File: src/rtl/chimera_dbg_responder.sv
// UART-side debug preload responder: parses WRITE/READ/EXIT byte commands,
// performs single-word OBI accesses and streams the response bytes back.
module chimera_dbg_responder #(
  parameter int unsigned TimeoutCycles = 1_000_000
) (
  input  logic        clk_i,
  input  logic        rst_i,
  input  logic [7:0]  rx_data_i,
  input  logic        rx_valid_i,
  output logic        rx_ready_o,
  output logic [7:0]  tx_data_o,
  output logic        tx_valid_o,
  input  logic        tx_ready_i,
  output logic        mem_req_o,
  input  logic        mem_gnt_i,
  output logic        mem_we_o,
  output logic [31:0] mem_addr_o,
  output logic [31:0] mem_wdata_o,
  output logic [3:0]  mem_be_o,
  input  logic        mem_rvalid_i,
  input  logic [31:0] mem_rdata_i,
  input  logic        mem_err_i,
  input  logic        eoc_valid_i,
  input  logic [31:0] eoc_code_i,
  output logic        eoc_seen_o,
  output logic        busy_o
);
  localparam int TW = $clog2(TimeoutCycles + 1);

  typedef enum logic [2:0] {IDLE, ADDR, DATA, MEM_REQ, MEM_RESP, TX} state_e;

  state_e        state_q, state_d;
  logic [1:0]    cnt_q;
  logic          we_q;
  logic [31:0]   addr_q, wdata_q, eoc_code_q;
  logic          eoc_seen_q;
  logic [39:0]   tx_buf_q;
  logic [2:0]    tx_left_q;
  logic [TW-1:0] tmo_q;

  logic          rx_fire, tx_fire, tmo_hit, in_payload;
  logic [31:0]   addr_nxt, exit_code;
  logic          exit_stat;
  logic          ld_tx;
  logic [39:0]   ld_buf;
  logic [2:0]    ld_last;

  assign in_payload  = (state_q == ADDR) || (state_q == DATA);
  assign rx_ready_o  = !rst_i && ((state_q == IDLE) || in_payload);
  assign rx_fire     = rx_valid_i && rx_ready_o;
  assign tx_valid_o  = (state_q == TX);
  assign tx_fire     = tx_valid_o && tx_ready_i;
  assign tx_data_o   = tx_buf_q[7:0];
  assign mem_req_o   = (state_q == MEM_REQ);
  assign mem_we_o    = we_q;
  assign mem_addr_o  = addr_q;
  assign mem_wdata_o = wdata_q;
  assign mem_be_o    = 4'hF;
  assign eoc_seen_o  = eoc_seen_q;
  assign busy_o      = (state_q != IDLE);

  // Address arrives little-endian, so each byte shifts in from the top.
  assign addr_nxt = {rx_data_i, addr_q[31:8]};
  assign tmo_hit  = in_payload && !rx_fire && (tmo_q == TW'(TimeoutCycles - 1));

  // A pulse coincident with the EXIT opcode must already be visible in its reply.
  assign exit_stat = eoc_seen_q || eoc_valid_i;
  assign exit_code = eoc_seen_q ? eoc_code_q : (eoc_valid_i ? eoc_code_i : 32'h0);

  always_ff @(posedge clk_i) begin
    if (rst_i) state_q <= IDLE;
    else       state_q <= state_d;
  end

  always_comb begin
    state_d = state_q;
    ld_tx   = 1'b0;
    ld_buf  = {32'h0, 8'hEE};
    ld_last = 3'd0;
    case (state_q)
      IDLE: if (rx_fire) begin
        case (rx_data_i)
          8'h01, 8'h02: state_d = ADDR;
          8'h03: begin
            state_d = TX;
            ld_tx   = 1'b1;
            ld_buf  = {exit_code, 7'h0, exit_stat};
            ld_last = 3'd4;
          end
          default: begin
            state_d = TX;
            ld_tx   = 1'b1;
          end
        endcase
      end
      ADDR: begin
        if (tmo_hit) begin
          state_d = TX;
          ld_tx   = 1'b1;
        end else if (rx_fire && cnt_q == 2'd3) begin
          if (we_q) state_d = DATA;
          else if (addr_nxt[1:0] != 2'b00) begin
            state_d = TX;
            ld_tx   = 1'b1;
          end else state_d = MEM_REQ;
        end
      end
      DATA: begin
        if (tmo_hit) begin
          state_d = TX;
          ld_tx   = 1'b1;
        end else if (rx_fire && cnt_q == 2'd3) begin
          if (addr_q[1:0] != 2'b00) begin
            state_d = TX;
            ld_tx   = 1'b1;
          end else state_d = MEM_REQ;
        end
      end
      MEM_REQ: if (mem_gnt_i) state_d = MEM_RESP;
      MEM_RESP: if (mem_rvalid_i) begin
        state_d = TX;
        ld_tx   = 1'b1;
        if (mem_err_i)  ld_buf = {32'h0, 8'hEE};
        else if (we_q)  ld_buf = {32'h0, 8'h5A};
        else begin
          ld_buf  = {8'h0, mem_rdata_i};
          ld_last = 3'd3;
        end
      end
      TX: if (tx_fire && tx_left_q == 3'd0) state_d = IDLE;
      default: state_d = IDLE;
    endcase
  end

  always_ff @(posedge clk_i) begin
    if (rst_i) begin
      cnt_q      <= 2'd0;
      we_q       <= 1'b0;
      addr_q     <= 32'h0;
      wdata_q    <= 32'h0;
      eoc_code_q <= 32'h0;
      eoc_seen_q <= 1'b0;
      tx_buf_q   <= 40'h0;
      tx_left_q  <= 3'd0;
      tmo_q      <= '0;
    end else begin
      if (eoc_valid_i && !eoc_seen_q) begin
        eoc_seen_q <= 1'b1;
        eoc_code_q <= eoc_code_i;
      end
      if (in_payload) tmo_q <= rx_fire ? '0 : tmo_q + TW'(1);
      else            tmo_q <= '0;
      if (rx_fire) begin
        case (state_q)
          IDLE: begin
            we_q  <= (rx_data_i == 8'h01);
            cnt_q <= 2'd0;
          end
          ADDR: begin
            addr_q <= addr_nxt;
            cnt_q  <= cnt_q + 2'd1;
          end
          DATA: begin
            wdata_q <= {rx_data_i, wdata_q[31:8]};
            cnt_q   <= cnt_q + 2'd1;
          end
          default: ;
        endcase
      end
      if (ld_tx) begin
        tx_buf_q  <= ld_buf;
        tx_left_q <= ld_last;
      end else if (tx_fire) begin
        tx_buf_q  <= {8'h0, tx_buf_q[39:8]};
        tx_left_q <= tx_left_q - 3'd1;
      end
    end
  end
endmodule
File: config.mk
export PLATFORM = sky130hd
export DESIGN_NAME = chimera_dbg_responder
export DESIGN_NICKNAME = d
export VERILOG_FILES = /design/src/rtl/chimera_dbg_responder.sv
export SDC_FILE = /design/constraint.sdc
export NUM_CORES = 1
export LEC_CHECK = 0
export CAP_MARGIN = 5
export CORE_MARGIN = 5
export CORE_UTILIZATION = 40
export DETAILED_ROUTE_END_ITERATION = 8
export GPL_TIMING_DRIVEN = 0
export PLACE_DENSITY = 0.66
export SLEW_MARGIN = 10
export SYNTH_ARGS = -nofsm -noshare
export SYNTH_HDL_FRONTEND = slang
export SYNTH_SLANG_ARGS = --single-unit
File: constraint.sdc
create_clock -name clk_i -period 5.36 [get_ports clk_i]
set_input_delay 0.804 -clock clk_i [delete_from_list [all_inputs] [get_ports clk_i]]
set_output_delay 0.804 -clock clk_i [all_outputs]
set_load 0.02 [all_outputs]
=== Word level (Yosys, flattened, before mapping) ===
Cells that the tools add are included.

* Add/sub/neg operators: 3
* Equal/unequal tests: 16
* Mux-type cells: 43
* Bitwise logic cells: 1
* Reductions and logical operators: 29

{| class="wikitable"
|+ Operators with widths
! operator !! number
|-
| $mux W32 || 5
|-
| $mux W40 || 4
|-
| $pmux W40 S2 || 1
|-
| $mux W3 || 16
|-
| $add A20 B1 Y20 const B || 1
|-
| $eq A20 B20 Y1 const B || 1
|-
| $pmux W3 S6 || 1
|-
| $eq A8 B2 Y1 const B || 2
|-
| $mux W1 || 10
|-
| $eq A8 B1 Y1 const B || 1
|-
| $logic_and A1 B1 Y1 || 8
|-
| $reduce_and A2 Y1 || 4
|-
| $reduce_bool A2 Y1 || 4
|-
| $eq A3 B2 Y1 const B || 2
|-
| $eq A3 B3 Y1 const B || 2
|-
| $logic_not A3 Y1 || 2
|-
| $mux W2 || 3
|-
| $ne A3 B2 Y1 const B || 2
|-
| $pmux W3 S2 || 1
|-
| $reduce_and A6 Y1 || 1
|-
| $ne A2 B1 Y1 const B || 2
|-
| $ne A2 B2 Y1 const B || 2
|-
| $pmux W1 S4 || 1
|-
| $pmux W2 S2 || 1
|-
| other kinds (10) || 15
|}

* Register bits: 166
* Bits of input ports: 80
* Output and inout port bits: 82
* Word-level logic and storage cells: 102

=== Depth between registers and ports, before layout ===
* Word-level depth: 11
* Mapped depth: 9
* Depth with buffers taken out: 7

=== Worst setup path after synthesis ===
OpenSTA, ideal clock, no wires.

* Path kind: input-to-reg
* From: input port rst_i
* To: register tx_buf_q[2]
* Library setup time: 0.122 ns
* Arrival: 2.817 ns
* Required time: 5.238 ns
* Setup slack: 2.421 ns
* Stages: 8
* Buffers on the path: 2
* Path through: clkbuf_1 a211oi_1 nand3_1 nor2_1 nor3_4 nor3b_2 buf_4 a221o_1

* Longest elaborated chain between the ends: 9

{| class="wikitable"
|+ Ends and longest elaborated chain
! item !! RTL line !! source
|-
| start: declaration || 7 || <nowiki>input logic rst_i,</nowiki>
|-
| $logic_not A1 Y1 (*) || 49 || <nowiki>assign rx_ready_o = !rst_i && ((state_q == IDLE) || in_payload);</nowiki>
|-
| $logic_and A1 B1 Y1 (*) || 49 ||
|-
| named net rx_ready_o || 10 || <nowiki>output logic rx_ready_o,</nowiki>
|-
| $logic_and A1 B1 Y1 (*) || 50 || <nowiki>assign rx_fire = rx_valid_i && rx_ready_o;</nowiki>
|-
| $logic_not A1 Y1 || 64 || <nowiki>assign tmo_hit = in_payload && !rx_fire && (tmo_q == TW'(TimeoutCycles - 1));</nowiki>
|-
| $logic_and A1 B1 Y1 (2 in a row) || 64 ||
|-
| $mux W1, on equally long branches || 109, 97 ||
|-
| $pmux W1 S4 || 80 || <nowiki>case (state_q)</nowiki>
|-
| $mux W40 / $reduce_bool A2 Y1 (equally long branches) || n/a ||
|-
| end signal: assignment || 171 || <nowiki>tx_buf_q <= ld_buf;</nowiki>
|-
| end signal: assignment || 174 || <nowiki>tx_buf_q <= {8'h0, tx_buf_q[39:8]};</nowiki>
|-
| end: declaration || 37 || <nowiki>logic [39:0] tx_buf_q;</nowiki>
|}

Mark *: on every way through the listed nets, which the timed path passes. The rest lies on a longest branch.
A chain may end at the register's enable or synchronous reset.

=== Final worst setup path ===
* From: input port rst_i
* To: output port rx_ready_o

* Longest elaborated chain between the ends: 2

{| class="wikitable"
|+ Ends and longest elaborated chain
! item !! RTL line
|-
| $logic_not A1 Y1 || 49
|-
| $logic_and A1 B1 Y1 || 49
|-
| end: declaration || 10
|}

Every way passes these cells.

==> impl_summary.log <==
[metrics] share of layout cells above drive strength 1: 6.88%
[metrics] final core occ: 54.9%
[metrics] total power draw: 3.23 mW
[metrics] crit-path most repeated cell: sky130_fd_sc_hd__clkdlybuf4s50_1
[metrics] post-route fraction of the period consumed by the critical path: 63.6%
[metrics] fill cell count: around 1.7k
[metrics] effective utilization at floorplan: 40.5%
[metrics] post-synthesis sequential area ratio: around 48%
[metrics] aggregate global routing overflow: 0
[metrics] clock tree sinks: 166
[metrics] ports placed on the boundary: 162
[metrics] fmax: approximately 0.29 GHz
[metrics] worst setup path class: in -> out
[metrics] RSZ-0062 raised after global routing: no
[metrics] outcome: finished clean
[metrics] number of H-tree levels: 4
[metrics] average cell area after synthesis: roughly 8.2 µm²
[metrics] overall via count from detail_route: approximately 6.5k
[metrics] relative contribution of sequential cells to total power: between 40% and 50%
[metrics] residual DRC count: 0
[metrics] areal power density over the cells: about 340 nW/µm²
[metrics] Post-CTS Hold Buffers: 0
[metrics] type of the tightest min-delay check: reg -> reg
[metrics] Routed WL per cell: 15.9 µm
[metrics] number of antenna violations at the first check in global routing: 0
[metrics] largest stage delay on the critical path: approximately 0.7 ns
[metrics] number of buffers created by CTS: 17
[metrics] largest vdd supply drop: approximately 240 µV
[metrics] total of cells resized after clock tree synthesis: 0
[metrics] core footprint: roughly 17000 µm²
[metrics] largest buffer count on any clock path: 2
[metrics] iteration-0 DRC count of the detailed router: roughly 560
[metrics] max_slew headroom: about a third
[metrics] Ys Warns: 0
[metrics] Die Wd: 142 µm
[metrics] net switching component of the power: 0.919 mW
[metrics] Diodes inserted: 0
[metrics] static power due to leakage: ~3.3 nW
[metrics] share of total power in the clock network: a little under 40%
[metrics] buffers inserted during post-CTS setup optimization: 0
[metrics] final instance area: ~9500 µm²
[metrics] data required time at the worst endpoint: around 4.6 ns
[metrics] prevailing post-synth register cell: sky130_fd_sc_hd__dfxtp_1
[metrics] synthesis-to-finish area growth: 35.5%
[metrics] internal power contribution: between 2 and 2.5 mW
[metrics] final hold slack: between 0.4 and 0.5 ns
[metrics] Setup-failing EPs final: 0
[metrics] first-pass GRT wire length: between 30 and 40 mm
[metrics] clock root cell: sky130_fd_sc_hd__clkbuf_16
[metrics] Max Fanout on Critical Path: 10
[metrics] clock period minus final worst setup slack: 3.41 ns
[metrics] number of flip-flops and latches in the synthesized netlist: 166
[metrics] max-capacitance violation count: 0
[metrics] maximum number of pins on one net before global-route repair: 17
[metrics] Worst-path clk slew: roughly 0.060 ns
[metrics] IO Port Bufs: between 150 and 200
[metrics] placer's final routability congestion estimate: 0.888
[metrics] final routed wirelength across all metal layers: between 20 and 25 mm
[metrics] Max stage delay cell, worst path: sky130_fd_sc_hd__clkdlybuf4s50_1
[metrics] GRT Util Overall: approximately a fifth
[metrics] area of the mapped netlist: between 6000 and 7000 µm²
[metrics] CP Capture Type: primary output
[metrics] DR pass1 iterations: 8
[metrics] category of the worst setup path launch point: primary input
[metrics] combinational cell fraction of total power: 19.4%
[metrics] arrival time of data at the critical path endpoint: roughly 2.6 ns
[metrics] clock latency on the worst-skew pair: 0.43 ns
[metrics] Rows: 48
[metrics] via count normalized by instance count: 5.14
[metrics] TritonCTS clock tree: done
[metrics] post-detailed-route count of antenna-violating nets: 0
[metrics] transition time of the tightest slew-check pin: about 0.97 ns
[metrics] number of endpoints with negative hold slack in the final report: 0
[metrics] total negative slack: 0 ns
[metrics] switching portion of total power: about 28%
[metrics] Die Span Y: 142 µm
[metrics] Gate Count Post-Synth: 854
[metrics] cell family contributing the most delay on the critical path: buffers and inverters
[metrics] instance area after placement: about 8900 µm²
[metrics] net count reported at finish: around 1.1k
[metrics] vias in the first global route: 6253
[metrics] count of unique library cells instantiated by Yosys: 57
[metrics] Setup Skew: between 0.008 and 0.009 ns
[metrics] placed wire-length estimate after detailed placement: between 10 and 15 mm
[metrics] number of enable flip-flop cells after synthesis: 0
[metrics] proportion of register bits with asynchronous set or reset after synthesis: 0%
[metrics] floorplan die area: between 20000 and 25000 µm²
[metrics] fin. max-slew vios: 0
[metrics] critical path buffer and inverter count: 3
[metrics] Cell Chain, Critical Path: clkdlybuf4s50_1 > clkbuf_1 > a211oi_1 > clkdlybuf4s50_1
-- power by group through the flow --
stage / logic (mW) / clock network (mW) / registers (mW)
6_report: 0.628 / 1.27 / 1.33
5_1_grt: 0.683 / 1.35 / 1.34
4_1_cts: 0.629 / 1.29 / 1.33
2_1_floorplan: 0.391 / 0 / 1.36
3_5_place_dp: 0.624 / 0 / 1.36
3_3_place_gp: 0.622 / 0 / 1.36
-- cell type report --
type / count / area (µm²) / area share (%)
multi-input combinational: 611 / 3300 / 34.8
inverter: 8 / 30.0 / 0.317
buffer: 72 / 350 / 3.70
clock buffer: 18 / 439 / 4.64
sequential: 166 / 3320 / 35.1
tap: 225 / 282 / 2.97
timing repair buffer: 157 / 1570 / 16.6
clock inverter: 14 / 175 / 1.85
-- path summary, 6_finish.rpt --
check / start / endpoint / slack [ns] / depth (start not counted)
max reg2reg: state_q[0] / tx_buf_q[29] / 2.88 / 7
min reg2reg: mem_wdata_o[1] / mem_wdata_o[1] / 0.45 / 2
max: rst_i / rx_ready_o / 1.95 / 4
min: mem_wdata_o[1] / mem_wdata_o[1] / 0.45 / 2
-- cells in the mapped netlist, types with 2 or more instances --
cell type	instances	area, µm²
sky130_fd_sc_hd__nor4_4	2	42.5
sky130_fd_sc_hd__ha_1	4	50.1
sky130_fd_sc_hd__buf_4	13	97.6
sky130_fd_sc_hd__inv_1	8	30.0
sky130_fd_sc_hd__nor2b_1	3	18.8
sky130_fd_sc_hd__nor4b_1	2	17.5
sky130_fd_sc_hd__o2bb2ai_1	16	140
sky130_fd_sc_hd__nor3b_2	2	25.0
sky130_fd_sc_hd__or4_1	2	15.0
sky130_fd_sc_hd__a211oi_1	3	22.5
sky130_fd_sc_hd__and3_1	8	50.1
sky130_fd_sc_hd__a31oi_1	6	37.5
sky130_fd_sc_hd__dfxtp_1	166	3320
sky130_fd_sc_hd__clkbuf_1	54	203
sky130_fd_sc_hd__a221o_1	3	30.0
sky130_fd_sc_hd__nor3_1	8	40.0
sky130_fd_sc_hd__nand4_1	7	43.8
sky130_fd_sc_hd__a22o_1	8	70.1
sky130_fd_sc_hd__xor2_1	13	114
sky130_fd_sc_hd__buf_2	3	15.0
sky130_fd_sc_hd__or3_1	3	18.8
sky130_fd_sc_hd__nand2_1	273	1020
sky130_fd_sc_hd__xnor2_1	7	61.3
sky130_fd_sc_hd__o21ai_0	9	45.0
sky130_fd_sc_hd__nor2_1	43	161
sky130_fd_sc_hd__nand3_1	12	60.1
sky130_fd_sc_hd__nand2b_1	4	25.0
sky130_fd_sc_hd__o22ai_1	4	25.0
sky130_fd_sc_hd__a222oi_1	25	250
sky130_fd_sc_hd__or2_2	3	18.8
sky130_fd_sc_hd__a21oi_1	102	510
sky130_fd_sc_hd__and2_1	4	25.0
sky130_fd_sc_hd__o2bb2ai_2	10	150
-- through the flow --
step | instances | worst slack [ns]
CTS | 1271 | 1.95
detailed placement | 1239 | 1.79
floorplan | 857 | 2.42
global route | 1271 | 1.88
global placement | 1239 | 1.78
finish | 1271 | 1.95
-- cell families (layout without fill, tap and decap cells) --
kind of cell / after synthesis / count (layout) / synth area share, %
AOI/OAI and AO/OA: 199 / 199 / 19.9
xor gates and xnor gates: 20 / 20 / 2.51
adders and majority gates: 4 / 4 / 0.716
buffers and inverters: 80 / 269 / 5.44
DFF: 166 / 166 / 47.5
muxes: 1 / 1 / 0.161
other: 1 / 4 / 0.0537
and+or+nand+nor: 383 / 383 / 23.7
-- flip-flops by register name, indices dropped and copies added, names as in the netlist, 2 cells and up --
register and flops:
tmo_q 20, mem_wdata_o 32, mem_addr_o 32, tx_buf_q 40
state_q 3, tx_left_q 3, cnt_q 2, eoc_code_q 32
-- per-layer routing --
metal	global-route usage [%]	routed length, µm	vias up
li1	-	-	3305
met1	26.3	9030	2990
met2	31.8	9380	216
met3	5.41	1460	20
met4	5.81	279	0
met5	0	0	-
-- cell usage in the layout (no fill, tap or decap), types with 6 or more instances in the layout --
cell / instances
sky130_fd_sc_hd__a21oi_1: 102
sky130_fd_sc_hd__clkbuf_16: 17
sky130_fd_sc_hd__o2bb2ai_2: 10
sky130_fd_sc_hd__nand4_1: 7
sky130_fd_sc_hd__nor2_1: 43
sky130_fd_sc_hd__clkbuf_1: 54
sky130_fd_sc_hd__nand2_1: 273
sky130_fd_sc_hd__nand3_1: 12
sky130_fd_sc_hd__xnor2_1: 7
sky130_fd_sc_hd__buf_4: 13
sky130_fd_sc_hd__xor2_1: 13
sky130_fd_sc_hd__o21ai_0: 9
sky130_fd_sc_hd__a22o_1: 8
sky130_fd_sc_hd__a31oi_1: 6
sky130_fd_sc_hd__clkdlybuf4s50_1: 157
sky130_fd_sc_hd__inv_1: 8
sky130_fd_sc_hd__a222oi_1: 25
sky130_fd_sc_hd__and3_1: 8
sky130_fd_sc_hd__o2bb2ai_1: 16
sky130_fd_sc_hd__nor3_1: 8
sky130_fd_sc_hd__dfxtp_1: 166
-- worst min-delay path, cell delays in order, from the launching register on --
cell and delay (ns):
sky130_fd_sc_hd__dfxtp_1 0.31, sky130_fd_sc_hd__nand2_1 0.05, sky130_fd_sc_hd__a21oi_1 0.05
No activity file was read; power rests on OpenSTA's default activity.
